==> config.mk <==
export PLATFORM = sky130hd
export DESIGN_NAME = cp0_exception_unit
export DESIGN_NICKNAME = d
export VERILOG_FILES = /design/src/rtl/sc_cp0_pkg.sv /design/src/rtl/sc_exc_priority.sv /design/src/rtl/cp0_exception_unit.sv
export SDC_FILE = /design/constraint.sdc
export NUM_CORES = 1
export LEC_CHECK = 0
export CORE_MARGIN = 1.5
export CORE_UTILIZATION = 25
export DETAILED_ROUTE_END_ITERATION = 6
export HOLD_SLACK_MARGIN = 0.12
export SLEW_MARGIN = 40
export SYNTH_ARGS = -nofsm -noshare
export SYNTH_HDL_FRONTEND = slang
export SYNTH_HIERARCHICAL = 1
export SYNTH_SLANG_ARGS = --single-unit
export TNS_END_PERCENT = 100
==> constraint.sdc <==
create_clock -name clk -period 4.1 [get_ports clk]
set_clock_uncertainty 0.2 [all_clocks]
set_input_delay 0.615 -clock clk [delete_from_list [all_inputs] [get_ports clk]]
set_output_delay 0.615 -clock clk [all_outputs]
set_load 0.02 [all_outputs]
==> src/rtl/sc_cp0_pkg.sv <==
// Shared CP0 definitions: register indices, exception codes, bit positions
// and the encoder's flag/result records.
package sc_cp0_pkg;

  localparam logic [4:0] CP0_STATUS = 5'd12;
  localparam logic [4:0] CP0_CAUSE  = 5'd13;
  localparam logic [4:0] CP0_EPC    = 5'd14;

  localparam logic [4:0] EXC_INT = 5'd0;
  localparam logic [4:0] EXC_SYS = 5'd8;
  localparam logic [4:0] EXC_BP  = 5'd9;
  localparam logic [4:0] EXC_RI  = 5'd10;
  localparam logic [4:0] EXC_OV  = 5'd12;

  localparam int ST_IE   = 0;
  localparam int ST_EXL  = 1;
  localparam int IM_LSB  = 8;
  localparam int EXC_LSB = 2;
  localparam int IP_LSB  = 8;

  localparam logic [31:0] GEN_VEC_DEFAULT = 32'h0000_0180;

  typedef struct packed {
    logic undef;
    logic ovf;
    logic sys;
    logic brk;
    logic intr;
  } exc_flags_t;

  typedef struct packed {
    logic        valid;
    logic [4:0]  code;
    logic [31:0] vector;
  } exc_sel_t;

endpackage

==> src/rtl/sc_exc_priority.sv <==
// Fixed-priority encoder from raised cause flags to {valid, ExcCode, vector}.
// Produces an all-zero result when no cause is raised.
module sc_exc_priority
  import sc_cp0_pkg::*;
#(
  parameter logic [31:0] UNDEF_VEC = 32'h0000_0000,
  parameter logic [31:0] OVF_VEC   = 32'h0000_0000,
  parameter logic [31:0] GEN_VEC   = GEN_VEC_DEFAULT
) (
  input  exc_flags_t flags_i,
  output exc_sel_t   sel_o
);

  // Priority chain: undefined > overflow > syscall > break > interrupt.
  always_comb begin
    sel_o = '0;
    if (flags_i.undef) begin
      sel_o.valid  = 1'b1;
      sel_o.code   = EXC_RI;
      sel_o.vector = UNDEF_VEC;
    end else if (flags_i.ovf) begin
      sel_o.valid  = 1'b1;
      sel_o.code   = EXC_OV;
      sel_o.vector = OVF_VEC;
    end else if (flags_i.sys) begin
      sel_o.valid  = 1'b1;
      sel_o.code   = EXC_SYS;
      sel_o.vector = GEN_VEC;
    end else if (flags_i.brk) begin
      sel_o.valid  = 1'b1;
      sel_o.code   = EXC_BP;
      sel_o.vector = GEN_VEC;
    end else if (flags_i.intr) begin
      sel_o.valid  = 1'b1;
      sel_o.code   = EXC_INT;
      sel_o.vector = GEN_VEC;
    end else begin
      sel_o = '0;
    end
  end

endmodule

==> src/rtl/cp0_exception_unit.sv <==
// CP0 exception/interrupt controller: Status, Cause and EPC state, cause
// prioritisation, PC redirect for traps and ERET, and MFC0/MTC0 access.
`ifndef UNDEFINED_HANDLER_ADDR
`define UNDEFINED_HANDLER_ADDR 32'h0000_0100
`endif
`ifndef OVERFLOW_HANDLER_ADDR
`define OVERFLOW_HANDLER_ADDR 32'h0000_0140
`endif

module cp0_exception_unit
  import sc_cp0_pkg::*;
#(
  parameter int          NUM_IRQ   = 6,
  parameter logic [31:0] UNDEF_VEC = `UNDEFINED_HANDLER_ADDR,
  parameter logic [31:0] OVF_VEC   = `OVERFLOW_HANDLER_ADDR,
  parameter logic [31:0] GEN_VEC   = GEN_VEC_DEFAULT
) (
  input  logic               clk,
  input  logic               reset,
  input  logic               enable,
  input  logic               control_undefined_instr,
  input  logic               alu_control_undefined_instr,
  input  logic               overflow,
  input  logic               syscall,
  input  logic               brk,
  input  logic               eret,
  input  logic [NUM_IRQ-1:0] irq,
  input  logic [31:0]        pc_current,
  input  logic               cp0_we,
  input  logic [4:0]         cp0_addr,
  input  logic [31:0]        cp0_wdata,
  output logic [31:0]        cp0_rdata,
  output logic               take_exception,
  output logic [31:0]        exception_vector,
  output logic               take_eret,
  output logic [31:0]        epc_reg,
  output logic               exl
);

  logic [31:0]        epc_q, epc_d;
  logic               ie_q, ie_d;
  logic               exl_q, exl_d;
  logic [NUM_IRQ-1:0] im_q, im_d;
  logic [4:0]         exc_code_q, exc_code_d;
  logic [NUM_IRQ-1:0] irq_pending_q;
  logic               int_eligible_s;
  exc_flags_t         flags_s;
  exc_sel_t           sel_s;
  logic [31:0]        status_s;
  logic [31:0]        cause_s;

  // Interrupts are only eligible when unmasked, globally enabled and not already in a handler.
  assign int_eligible_s = (|(irq_pending_q & im_q)) & ie_q & ~exl_q;

  assign flags_s.undef = control_undefined_instr | alu_control_undefined_instr;
  assign flags_s.ovf   = overflow;
  assign flags_s.sys   = syscall;
  assign flags_s.brk   = brk;
  assign flags_s.intr  = int_eligible_s;

  sc_exc_priority #(
    .UNDEF_VEC (UNDEF_VEC),
    .OVF_VEC   (OVF_VEC),
    .GEN_VEC   (GEN_VEC)
  ) u_prio (
    .flags_i (flags_s),
    .sel_o   (sel_s)
  );

  assign take_exception   = enable & sel_s.valid;
  assign exception_vector = take_exception ? sel_s.vector : 32'h0000_0000;
  assign take_eret        = enable & eret & ~take_exception;
  assign epc_reg          = epc_q;
  assign exl              = exl_q;

  // Next-state: a trap beats MTC0; ERET's EXL clear beats an MTC0 to Status.
  always_comb begin
    epc_d      = epc_q;
    ie_d       = ie_q;
    exl_d      = exl_q;
    im_d       = im_q;
    exc_code_d = exc_code_q;
    if (take_exception) begin
      if (!exl_q) begin
        epc_d = pc_current;
      end else begin
        epc_d = epc_q;
      end
      exc_code_d = sel_s.code;
      exl_d      = 1'b1;
    end else if (enable) begin
      if (cp0_we) begin
        case (cp0_addr)
          CP0_STATUS: begin
            ie_d  = cp0_wdata[ST_IE];
            exl_d = cp0_wdata[ST_EXL];
            im_d  = cp0_wdata[IM_LSB +: NUM_IRQ];
          end
          CP0_EPC: epc_d = cp0_wdata;
          default: ;
        endcase
      end else begin
        epc_d = epc_q;
      end
      if (take_eret) begin
        exl_d = 1'b0;
      end else begin
        exl_d = exl_d;
      end
    end else begin
      exc_code_d = exc_code_q;
    end
  end

  // State register; irq_pending samples every cycle regardless of enable.
  always_ff @(posedge clk) begin
    if (reset) begin
      epc_q         <= 32'h0000_0000;
      ie_q          <= 1'b0;
      exl_q         <= 1'b0;
      im_q          <= '0;
      exc_code_q    <= 5'd0;
      irq_pending_q <= '0;
    end else begin
      epc_q         <= epc_d;
      ie_q          <= ie_d;
      exl_q         <= exl_d;
      im_q          <= im_d;
      exc_code_q    <= exc_code_d;
      irq_pending_q <= irq;
    end
  end

  // Architectural views of Status and Cause; unlisted bits read as zero.
  always_comb begin
    status_s                       = 32'h0000_0000;
    status_s[ST_IE]                = ie_q;
    status_s[ST_EXL]               = exl_q;
    status_s[IM_LSB +: NUM_IRQ]    = im_q;
    cause_s                        = 32'h0000_0000;
    cause_s[EXC_LSB +: 5]          = exc_code_q;
    cause_s[IP_LSB +: NUM_IRQ]     = irq_pending_q;
  end

  // MFC0 read mux.
  always_comb begin
    case (cp0_addr)
      CP0_STATUS: cp0_rdata = status_s;
      CP0_CAUSE:  cp0_rdata = cause_s;
      CP0_EPC:    cp0_rdata = epc_q;
      default:    cp0_rdata = 32'h0000_0000;
    endcase
  end

endmodule

Yosys cells after proc, flatten, opt, wreduce, memory -nomap -nowiden
Cells that the tools add are included.
Widths: inputs -> output; s select.
{ "word_totals": {"reg_bits": 51, "in_bits": 85, "output_inout_bits": 99} }
{ "classes": {"n_mux": 17, "reduce_logical": 9, "eq_ne": 4, "bitwise_logic": 9} }
{ "ops": {"columns": ["op", "n"], "rows": [
  ["$mux 32", 6],
  ["$mux 38", 5],
  ["$pmux 32 s3", 1],
  ["$eq 5x4->1 const B", 3],
  ["$reduce_and 4->1", 2],
  ["$and 6x6->6", 1],
  ["$reduce_bool 2->1", 3],
  ["$reduce_bool 3->1", 2],
  ["$reduce_or 6->1", 1],
  ["$and 1x1->1", 5],
  ["$mux 1", 5],
  ["$reduce_and 3->1", 1],
  ["$ne 2x2->1 const B", 1],
  ["$not 1->1", 2],
  ["$or 1x1->1", 1]
]} }

Depth between registers and ports, before layout
{ "depth": {"depth_word": 15, "mapped_depth": 12, "depth_no_buf": 8} }

Modules after synthesis
The synthesis kept the hierarchy.
{ "by_module_without_submodules": {"columns": ["module", "n_inst", "area_each_um2", "cells_per_inst", "seq_area_each_um2"], "rows": [
  ["cp0_exception_unit", 1, 3128.0, 352, 1021.0],
  ["sc_exc_priority", 1, 300.3, 42, 0.0]
]} }

Worst setup path after synthesis
Ideal clock, no wire load.
{ "synth_path": {"kind": "input -> output", "from": "input port alu_control_undefined_instr", "to": "output port take_eret", "arrival_ps": 1937, "path_slack_ps": 1348, "path_buffers": 3, "stages": 7, "t_required_ps": 3285, "cell_sequence": "or2_2 nor3_2 nand2_1 buf_4 buf_6 clkbuf_1 nor2_1"} }
{ "synth_lines": {"columns": ["item", "line", "rtl"], "rows": [
  ["start, declared", "cp0_exception_unit.sv:22", "input logic alu_control_undefined_instr,"],
  ["end, declared", "cp0_exception_unit.sv:35", "output logic take_eret,"]
]} }

Final worst setup path
{ "layout_path": {"from": "input port cp0_addr[0]", "to": "output port cp0_rdata[24]"} }
{ "layout_between": {"elab_chain_cells": 2, "elab_cells_between_ends": 4, "classes_between": "eq/ne: 3; mux: 1"} }
{ "layout_rtl": {"columns": ["item", "line", "rtl"], "rows": [
  ["start, declared", "cp0_exception_unit.sv:30", "input logic [4:0] cp0_addr,"],
  ["$eq 5x4->1", "cp0_exception_unit.sv:147", "case (cp0_addr)"],
  ["$pmux 32 s3 (*)", "cp0_exception_unit.sv:147", null],
  ["end, declared", "cp0_exception_unit.sv:32", "output logic [31:0] cp0_rdata,"]
]} }
Mark *: on every way between the ends. The rest lies on a longest branch, timed or not.

==> results.cfg <==
[pwr]
power_mw = 1.45
p_leak_nw = 1.98
powerDensity_mw_per_mm2 = 286
worst_ir_drop_vdd_mv = 0.150

[cts]
cts_sinks = 51
cts_resized = 0
clockRootBuffer = clkbuf_16
post_cts_buffers = 0
hold_buffers = 0
cts-buffers-inserted = 5
clk_path_buf_depth = 2
path_clk_slew_ns = 0.06
clock_latency_ns = 0.29
cts_tree = built
htree_levels = 2

[critical_path]
crit_required_ns = 3.28
cp_num_buf_inv = 3
cp_cell_sequence = clkdlybuf4s50_1 -> and2b_4 -> buf_4 -> and3_1 -> clkdlybuf4s50_1
critPathMaxFanout = 36
worstReg2RegStart = im_q[2]$_SDFFE_PP0P_
cp_top_family = buffers and inverters
worstPathArrival_ns = 2.83
cp_common_cell = clkdlybuf4s50_1
critPathMaxStageDelay_ns = 0.60
reg2reg_slack_ns = 0.89
reg2reg_to = epc_reg[29]$_SDFFE_PP0P_
path_class = input pin to primary output
slowest_stage = clkdlybuf4s50_1
r2r_cells = 8
cp_num_cells = 5
startpoint = cp0_addr[0]
worstSetupStartpointType = input pin
crit_end = cp0_rdata[24]
end_kind = primary output

[sta]
final.setup.tns_ns = 0
rsz0062_at_grt = no
fin_crit_ns = 3.65
slew_headroom_pct = 52.8
maxSlewViolCount = 0
hold_viol = 0
whs_ns = 0.266
worst_pin_slew_ns = 0.708
fmax_mhz = 274
fin_crit_sh_pct = 89.0
setup_viol = 0

[floorplan]
die_area_sq_mm = 0.0144
initial_core_util_pct = 25.8
die_w_microns = 120
ioPinCount = 184
core-area_sq_mm = 0.0133
rows = 42
die_y_microns = 120

[logic_synthesis]
synth-seq-cells = 51
syn_inst = 394
synth_area_sq_mm = 0.00343
ys.flop_type = dfxtp_1
synth_cell_type_count = 35
avgSynthCellArea_sq_um = 8.70
synth-edff-count = 0
synthMuxAreaShare_pct = 11.4
synth_top_family_by_area = compound AO/OA/AOI/OAI gates
synth-simple-area-share_pct = 19.7
yosysSeqAreaShare_pct = 29.8
synthArstFlopShare_pct = 0
synth_compound_area_share_pct = 23.4
synthAdderAreaFrac_pct = 0
yosys.area_share.xor_xnor_pct = 0
yosys_warnings = 6

[layout]
n_fill_cell = 1366
antenna_cells = 0
final_util_pct = 38.0
final_area_sq_mm = 0.00505
area_delta_synth_final_pct = 47.4
drive_above_1_share_pct = 7.71
largest_reg_flops = 32
nNetsFinal = 603

[global_routing]
grt_pass1_vias = 3254
grt_pass1_wl_microns = 17300
grt_max_degree = 53
gr-total-overflow = 0
antenna_found_initial = 0
grt_usage_pct = 15.2

[route]
wl_microns = 11400
viasPerCell = 4.79
wl_per_cell_microns = 16.4
wl_met3_microns = 524
drc_errors = 0
wl_met2_microns = 5780
top_layer = met4
drt.antenna.violating_nets = 0
drtIter0Drc = 228
m1WireLength_microns = 4850
via_count = 3331
firstDrtPassIters = 4

[placed_design]
port_buffers = 154
gp_congestion = 0.794
hpwl_microns = 8680
place_area_sq_mm = 0.00488

[status]
outcome = finished clean

[flow_run]
max_cap_viol_count = 0

[min_path]
min_path_type = flop to flop
-- cell usage after synthesis, types with 8 or more instances --
cell      instances  area share [%]
a21oi_1          18             2.6
dfxtp_1          51              30
nor2_1            8            0.88
buf_2            15             2.2
a211oi_1         32             7.0
mux2i_1          39              11
and3_1           51             9.3
a22oi_1           8             1.8
nand2_1          19             2.1
buf_6             9             3.0
or2_2             8             1.5
a311oi_1         33             8.4
buf_4            37             8.1
clkbuf_1         20             2.2
-- where the power goes --
group	switching (mW)	internal, mW
sequential	0.0301	0.531
clock	0.181	0.304
combinational	0.202	0.200
total	0.413	1.03
-- area by class of cell --
type	instances	area, sq um	share of cell area [%]
multi-input cells	289	1980	39.2
well taps	176	220	4.36
clock inverters	2	35.0	0.693
flip-flops and latches	51	1020	20.2
repair buffers	169	1650	32.7
clock buffers	6	139	2.75
inverters	2	7.51	0.149
-- how the worst min path moves through the flow --
| stage | end | startpoint | cells after the start |
|---|---|---|---|
| after global placement | exc_code_q[3]$_SDFFE_PP0P_ | exc_code_q[3]$_SDFFE_PP0P_ | 2 |
| after global routing | exc_code_q[2]$_SDFFE_PP0P_ | exc_code_q[2]$_SDFFE_PP0P_ | 2 |
| final | exc_code_q[2]$_SDFFE_PP0P_ | exc_code_q[2]$_SDFFE_PP0P_ | 2 |
| after CTS | exc_code_q[4]$_SDFFE_PP0P_ | exc_code_q[4]$_SDFFE_PP0P_ | 2 |
| after detailed placement | exc_code_q[4]$_SDFFE_PP0P_ | exc_code_q[4]$_SDFFE_PP0P_ | 2 |
| after floorplan | exc_code_q[0]$_SDFFE_PP0P_ | exc_code_q[0]$_SDFFE_PP0P_ | 2 |
-- worst reg2reg max path, delay by kind of cell, from the launching register on --
kind	cells	cell delay, ns
and+or+nand+nor	3	1.22
AOI/OAI and AO/OA	4	0.97
buffers and inverters	1	0.37
DFF	1	0.36
-- logic make-up (layout without fill, tap and decap cells) --
kind of cell / count (synthesis) / in the layout
muxes: 39 / 39
DFF: 51 / 51
buffers and inverters: 83 / 179
and+or+nand+nor: 115 / 115
other: 1 / 30
AOI/OAI and AO/OA: 105 / 105
-- metal layers --
| metal | vias up | GRT usage, % |
|---|---|---|
| met4 | 0 | 4.91 |
| met3 | 16 | 2.66 |
| li1 | 1663 | - |
| met1 | 1564 | 18.6 |
| met2 | 88 | 26.7 |
| met5 | - | 0 |
-- metrics by stage --
stage | worst slack [ns] | cells
2_1_floorplan | 1.35 | 423
3_3_place_gp | 0.525 | 687
3_5_place_dp | 0.446 | 687
4_1_cts | 0.442 | 695
5_1_grt | 0.271 | 695
6_report | 0.451 | 695
-- cell usage in the layout (no fill, tap or decap), drive strengths merged, types with 2 or more instances in the layout --
cell / count
conb: 30
nor2b: 7
a211oi: 32
nand4: 7
a32o: 2
a311oi: 33
and3b: 3
and2b: 2
nand2b: 2
buf: 16
clkbuf: 6
clkdlybuf4s50: 153
inv: 2
nor2: 8
a21oi: 18
and3: 51
nor3: 3
dfxtp: 51
or2: 8
o31ai: 8
mux2i: 39
nand2: 20
and2: 2
nand3b: 2
a22oi: 8
Power figures use the tool's default switching activity.
